## src/rtl/icap_scheduler.sv

```systemverilog
`timescale 1ns/1ps
// Sole owner of the ICAPE2 port: sequences WBSTAR+IPROG reboots and configuration
// register reads, applying per-byte bit reversal on both data directions.
module icap_scheduler #(
  parameter int READ_LAT = 3,
  parameter int NOP_TAIL = 8
) (
  input  logic        clk,
  input  logic        rst,
  input  logic        reboot_req,
  input  logic [31:0] reboot_addr,
  input  logic        rd_req,
  input  logic [4:0]  rd_reg,
  output logic        rd_ack,
  output logic        rd_done,
  output logic [31:0] rd_data,
  output logic        busy,
  output logic        halted,
  output logic        icap_csib,
  output logic        icap_rdwrb,
  output logic [31:0] icap_i,
  input  logic [31:0] icap_o
);

  localparam logic [7:0] RD_LAST   = 8'(READ_LAT - 1);
  localparam logic [7:0] BOOT_LAST = 8'(6 + NOP_TAIL);

  typedef enum logic [3:0] {
    S_IDLE,
    S_RD_PRO,
    S_RD_GAP1,
    S_RD_GAP2,
    S_RD_WAIT,
    S_RD_END1,
    S_RD_END2,
    S_RD_DSYNC,
    S_BOOT,
    S_HALT
  } state_t;

  state_t      state, state_n;
  logic [7:0]  cnt, cnt_n, cnt_inc;
  logic [4:0]  reg_q, reg_n;
  logic [31:0] addr_q;
  logic        pend;
  logic        csib_n, rdwrb_n, ack_n, done_n, busy_n, halted_n;
  logic [31:0] word_n;

  function automatic logic [31:0] swap_bits(input logic [31:0] w);
    logic [31:0] r;
    for (int b = 0; b < 4; b++) begin
      for (int i = 0; i < 8; i++) begin
        r[8*b + i] = w[8*b + 7 - i];
      end
    end
    return r;
  endfunction

  function automatic logic [31:0] rd_pro_word(input logic [2:0] idx, input logic [4:0] r);
    case (idx)
      3'd0:    return 32'hAA995566;
      3'd1:    return 32'h20000000;
      3'd2:    return 32'h28000001 | ({27'd0, r} << 13);
      default: return 32'h20000000;
    endcase
  endfunction

  function automatic logic [31:0] desync_word(input logic [1:0] idx);
    case (idx)
      2'd0:    return 32'h30008001;
      2'd1:    return 32'h0000000D;
      default: return 32'h20000000;
    endcase
  endfunction

  // Indices past the IPROG command fall through to the NOP tail.
  function automatic logic [31:0] boot_word(input logic [7:0] idx, input logic [31:0] a);
    case (idx)
      8'd0:    return 32'hFFFFFFFF;
      8'd1:    return 32'hAA995566;
      8'd2:    return 32'h20000000;
      8'd3:    return 32'h30020001;
      8'd4:    return a;
      8'd5:    return 32'h30008001;
      8'd6:    return 32'h0000000F;
      default: return 32'h20000000;
    endcase
  endfunction

  assign cnt_inc = cnt + 8'd1;

  // Next-state logic computes the values the registered pins show next cycle.
  always_comb begin
    state_n  = state;
    cnt_n    = cnt;
    reg_n    = reg_q;
    csib_n   = 1'b1;
    rdwrb_n  = 1'b0;
    word_n   = 32'hFFFFFFFF;
    ack_n    = 1'b0;
    done_n   = 1'b0;
    busy_n   = 1'b1;
    halted_n = 1'b0;
    case (state)
      S_IDLE: begin
        if (pend || reboot_req) begin
          state_n = S_BOOT;
          cnt_n   = 8'd0;
          csib_n  = 1'b0;
          word_n  = boot_word(8'd0, addr_q);
        end else if (rd_req) begin
          state_n = S_RD_PRO;
          cnt_n   = 8'd0;
          reg_n   = rd_reg;
          ack_n   = 1'b1;
          csib_n  = 1'b0;
          word_n  = rd_pro_word(3'd0, rd_reg);
        end else begin
          busy_n = 1'b0;
        end
      end
      S_RD_PRO: begin
        if (cnt == 8'd4) begin
          state_n = S_RD_GAP1;
        end else begin
          cnt_n  = cnt_inc;
          csib_n = 1'b0;
          word_n = rd_pro_word(cnt_inc[2:0], reg_q);
        end
      end
      S_RD_GAP1: begin
        state_n = S_RD_GAP2;
        rdwrb_n = 1'b1;
      end
      S_RD_GAP2: begin
        state_n = S_RD_WAIT;
        cnt_n   = 8'd0;
        csib_n  = 1'b0;
        rdwrb_n = 1'b1;
      end
      S_RD_WAIT: begin
        rdwrb_n = 1'b1;
        if (cnt == RD_LAST) begin
          state_n = S_RD_END1;
        end else begin
          cnt_n  = cnt_inc;
          csib_n = 1'b0;
        end
      end
      S_RD_END1: begin
        state_n = S_RD_END2;
      end
      S_RD_END2: begin
        state_n = S_RD_DSYNC;
        cnt_n   = 8'd0;
        csib_n  = 1'b0;
        word_n  = desync_word(2'd0);
      end
      S_RD_DSYNC: begin
        if (cnt == 8'd3) begin
          state_n = S_IDLE;
          done_n  = 1'b1;
          busy_n  = 1'b0;
        end else begin
          cnt_n  = cnt_inc;
          csib_n = 1'b0;
          word_n = desync_word(cnt_inc[1:0]);
        end
      end
      S_BOOT: begin
        if (cnt == BOOT_LAST) begin
          state_n  = S_HALT;
          halted_n = 1'b1;
        end else begin
          cnt_n  = cnt_inc;
          csib_n = 1'b0;
          word_n = boot_word(cnt_inc, addr_q);
        end
      end
      S_HALT: begin
        halted_n = 1'b1;
      end
      default: begin
        state_n = S_IDLE;
        busy_n  = 1'b0;
      end
    endcase
  end

  always_ff @(posedge clk) begin
    if (rst) begin
      state      <= S_IDLE;
      cnt        <= 8'd0;
      icap_csib  <= 1'b1;
      icap_rdwrb <= 1'b0;
      icap_i     <= 32'hFFFFFFFF;
      rd_ack     <= 1'b0;
      rd_done    <= 1'b0;
      busy       <= 1'b0;
      halted     <= 1'b0;
    end else begin
      state      <= state_n;
      cnt        <= cnt_n;
      icap_csib  <= csib_n;
      icap_rdwrb <= rdwrb_n;
      icap_i     <= swap_bits(word_n);
      rd_ack     <= ack_n;
      rd_done    <= done_n;
      busy       <= busy_n;
      halted     <= halted_n;
    end
  end

  // Entering the reboot consumes the pending request, even one arriving that cycle.
  always_ff @(posedge clk) begin
    if (rst) begin
      pend <= 1'b0;
    end else if (state == S_IDLE && (pend || reboot_req)) begin
      pend <= 1'b0;
    end else if (reboot_req && state != S_HALT) begin
      pend <= 1'b1;
    end
  end

  always_ff @(posedge clk) begin
    reg_q <= reg_n;
    if (reboot_req && state != S_HALT) begin
      addr_q <= reboot_addr;
    end
  end

  always_ff @(posedge clk) begin
    if (rst) begin
      rd_data <= 32'd0;
    end else if (state == S_RD_WAIT && cnt == RD_LAST) begin
      rd_data <= swap_bits(icap_o);
    end
  end

endmodule
```

## config.mk

```make
export PLATFORM = sky130hd
export DESIGN_NAME = icap_scheduler
export DESIGN_NICKNAME = d
export VERILOG_FILES = /design/src/rtl/icap_scheduler.sv
export SDC_FILE = /design/constraint.sdc
export NUM_CORES = 1
export LEC_CHECK = 0
export BUFFER_PORTS_ARGS = -buffer_cell sky130_fd_sc_hd__buf_2
export CORE_MARGIN = 3
export CORE_UTILIZATION = 30
export DETAILED_ROUTE_END_ITERATION = 16
export PLACE_DENSITY_LB_ADDON = 0.1
export SLEW_MARGIN = 20
export SYNTH_ARGS = -nofsm -noshare
export SYNTH_HDL_FRONTEND = slang
export SYNTH_SLANG_ARGS = --single-unit
```

## constraint.sdc

```tcl
create_clock -name clk -period 2.32 [get_ports clk]
set_input_delay 0.232 -clock clk [delete_from_list [all_inputs] [get_ports clk]]
set_output_delay 0.232 -clock clk [all_outputs]
set_load 0.01 [all_outputs]
```

==> summary.md <==
| Metric | Value |
|---|---|
| Status | `finished, final reports clean` |
| Total gr overflow | `0` |
| Drt wl/cell | `15.3 um` |
| Rel. slew slack | `51.9%` |
| Worst Tran Pin Value | `0.712 ns` |
| Clock transition at path regs | `0.06 ns` |
| Sequential share of power | `35.3%` |
| Placed cell areas | `6330 sq um` |
| Layout cells sized above 1 | `33.9%` |
| IO Pins | `143` |
| CP Launch Type | `flip-flop` |
| RSZ-0062 raised after global routing | `yes` |
| FILL cells | `1643` |
| Ranking of synthesized cells by area | `dfxtp_1, edfxtp_1, nand2_1` |
| Top_reg_cell synth | `dfxtp_1` |
| Finished Cell Area | `7450 sq um` |
| Die ar. | `18600 sq um` |
| Vias | `4658` |
| Post-DP HPWL | `10600 um` |
| Number of remaining DRC errors | `0` |
| CTS Buf Count | `17` |
| Min Tclk post-route | `2.30 ns` |
| Hold Fails Final Rpt | `0` |
| Htree depth | `4` |
| Clk sink count | `120` |
| CTS root buffer | `clkbuf_16` |
| Register area share after synthesis | `54.4%` |
| Drt total wl | `15100 um` |
| CTS tree | `built` |
| Port bufs | `142` |
| First-pass GRT wire length | `23700 um` |
| Mapped Nets | `628` |
| HP Class | `in2reg` |
| Peak supply drop | `0.514 mV` |
| Core Area | `16600 sq um` |
| LEAKAGE | `3.06 nW` |
| Tcrit/Tclk final | `99.3%` |
| Switching share of power | `31.3%` |
| NetSw | `2.38 mW` |
| Crit-path max FO | `6` |
| Yosys top cell area share | `32.6%` |
| Clock Path Buffers | `2` |
| Final setup vio count | `0` |
| 1st-iter DRT viols | `219` |
| Placement Rows | `47` |
| Post-DRT Antenna Nets | `0` |
| Setup Skew | `0.0110 ns` |
| Post-synthesis cell area | `5100 sq um` |
| Setup CP Type | `reg2reg` |
| Vias per cell | `4.70` |
| Total GRT Usage | `16.4%` |
| Crit path required time | `2.62 ns` |
| PD cells | `1020 nW/um^2` |
| Crit. End Element | `flip-flop` |
| Syn avg cell area | `9.32 sq um` |
| Layout area overhead | `46.0%` |
| Yosys top cell by area | `dfxtp_1` |
| Max-cap violations | `0` |
| DR pass1 iterations | `4` |
| Maximum number of pins on one net before global-route repair | `45` |
| Clk Latency, worst-skew pair | `0.42 ns` |
| Placer Congestion | `0.832` |
| # diodes | `0` |
| Async SR Flop Fraction | `0%` |
| Number of flops mapped to enable cells by yosys | `37` |
| Vias in the first global route | `4591` |
| Yosys warns | `0` |
| Worst Path Arrival | `2.61 ns` |
| Internal | `5.21 mW` |
| Synth Instances | `547` |
| Share of total power in combinational logic | `29.5%` |
| Max Clk Rate | `434 MHz` |
| Clk pwr share | `35.2%` |
| Initial antenna violation count | `0` |
| Core Util, Final | `44.9%` |
| Starting Density | `30.7%` |
| Die Y-Extent | `136 um` |
| # nets final | `839` |
| Flops & latches, synth | `120` |
| Fin. max-slew vios | `0` |
| Synth cell types | `59` |
| Die Wd | `136 um` |
-- critical path, stage by stage (launching register included) --
cell,delay [ns]
dfxtp_1,0.32
ha_2,0.19
ha_1,0.18
or3b_2,0.45
a21oi_2,0.14
o22ai_2,0.10
or3_4,0.42
clkbuf_4,0.18
a31oi_1,0.16
nor2_1,0.05
-- power groups by stage --
stage / logic [mW] / registers (mW) / clock network, mW
5_1_grt: 2.48 / 2.70 / 2.85
3_5_place_dp: 2.08 / 2.72 / 0
2_1_floorplan: 1.12 / 2.79 / 0
3_3_place_gp: 2.06 / 2.72 / 0
4_1_cts: 2.14 / 2.68 / 2.75
6_report: 2.24 / 2.68 / 2.68
-- per-stage QoR --
stage / hold WS [ns] / worst slack (ns) / total power [mW] / std cells / TNS [ns]
after floorplan: 0.331 / 0.0153 / 3.90 / 547 / 0
after global placement: 0.408 / -0.0221 / 4.78 / 920 / -0.157
after detailed placement: 0.410 / -0.0308 / 4.79 / 920 / -0.289
after CTS: 0.0321 / -0.0112 / 7.58 / 989 / -0.0201
after global routing: 0.0474 / -0.0313 / 8.04 / 991 / -0.214
final: 0.0587 / 0.0157 / 7.59 / 991 / 0
-- final timing paths --
| check | start | endpoint | slack (ns) | cells past startpoint |
|---|---|---|---|---|
| max | cnt[1] | icap_i[24] | 0.02 | 9 |
| min | icap_o[11] | rd_data[12] | 0.06 | 3 |
| max reg2reg | cnt[1] | icap_i[24] | 0.02 | 9 |
| min reg2reg | rd_data[31] | rd_data[31] | 0.45 | 2 |
-- cell usage after synthesis, types with 2 or more instances --
cell,count
nand2_1,97
nand4_1,2
a22oi_1,2
buf_2,9
nand3_1,6
xnor2_1,2
xor2_1,4
ha_1,8
nor2b_1,2
a32oi_1,2
a32o_1,2
or3b_2,3
inv_1,9
nor2_1,49
o21a_1,3
o211ai_1,5
o31ai_1,2
edfxtp_1,37
nor3_1,9
nand2b_1,22
a21oi_1,54
nor4b_1,3
nor3b_1,3
nand3b_1,2
dfxtp_1,83
or4_1,3
or2_1,2
and4_1,2
o21ai_0,17
nor4_1,2
and4b_1,2
buf_6,4
a21o_1,7
or3_1,7
a211oi_1,4
a31oi_1,26
clkbuf_1,29
-- repair_timing --
| item | 4_1_cts | 5_1_grt |
|---|---|---|
| setup buffers | 0 | 1 |
| endpoints found under the setup margin | 13 | 42 |
| hold buffers | 37 | 0 |
| gates resized for setup | 1 | 28 |
| gates cloned | 0 | 1 |
| pin swaps | 0 | 4 |
| endpoints found under the hold margin | 37 | 0 |
-- sequential cells by signal, indices dropped and copies added, names as in the netlist --
signal	flops
cnt	8
icap_rdwrb	1
rd_data	32
pend	1
addr_q	32
icap_i	32
state	4
halted	1
rd_ack	1
busy	1
icap_csib	1
reg_q	5
rd_done	1
-- cell type report --
class / instances / area (sq um) / share of cell area, %
clock buffer: 20 / 468 / 6.28
clock inverter: 12 / 140 / 1.88
inverter: 9 / 33.8 / 0.454
multi-input combinational: 374 / 2190 / 29.4
sequential: 120 / 2780 / 37.3
tap: 220 / 275 / 3.70
timing repair buffer: 236 / 1560 / 21.0
-- routing by layer --
layer  share of wire, %  vias to the layer above  GRT usage [%]
li1                   -                     2337              -
met1                 46                     2211           21.8
met2                 49                      101           26.3
met3                3.7                        9           3.96
met4               0.78                        0           5.32
met5                  0                        -              0
-- cells in the final DEF (no fill, tap or decap), types with 6 or more instances in the layout --
| master | instances |
|---|---|
| nor3_1 | 7 |
| a21o_1 | 7 |
| nand2_1 | 97 |
| inv_1 | 8 |
| ha_1 | 6 |
| clkbuf_16 | 18 |
| a31oi_1 | 24 |
| dfxtp_1 | 81 |
| nor2_1 | 46 |
| buf_2 | 142 |
| a21oi_1 | 51 |
| dlygate4sd3_1 | 37 |
| o21ai_0 | 15 |
| buf_4 | 51 |
| edfxtp_1 | 37 |
| nand2b_1 | 22 |
-- cell families (layout without fill, tap and decap cells) --
logic type / after synthesis / count (layout) / synth area share (%)
AND/OR/NAND/NOR: 223 / 223 / 21.1
flip-flops: 120 / 120 / 54.4
multiplexers: 1 / 1 / 0.196
AO/OA/AOI/OAI: 136 / 136 / 16.6
adder cells (fa/ha/maj): 8 / 8 / 1.96
XOR/XNOR: 6 / 6 / 1.03
buffers and inverters: 53 / 277 / 4.74
(Power assumes the default switching activity.)
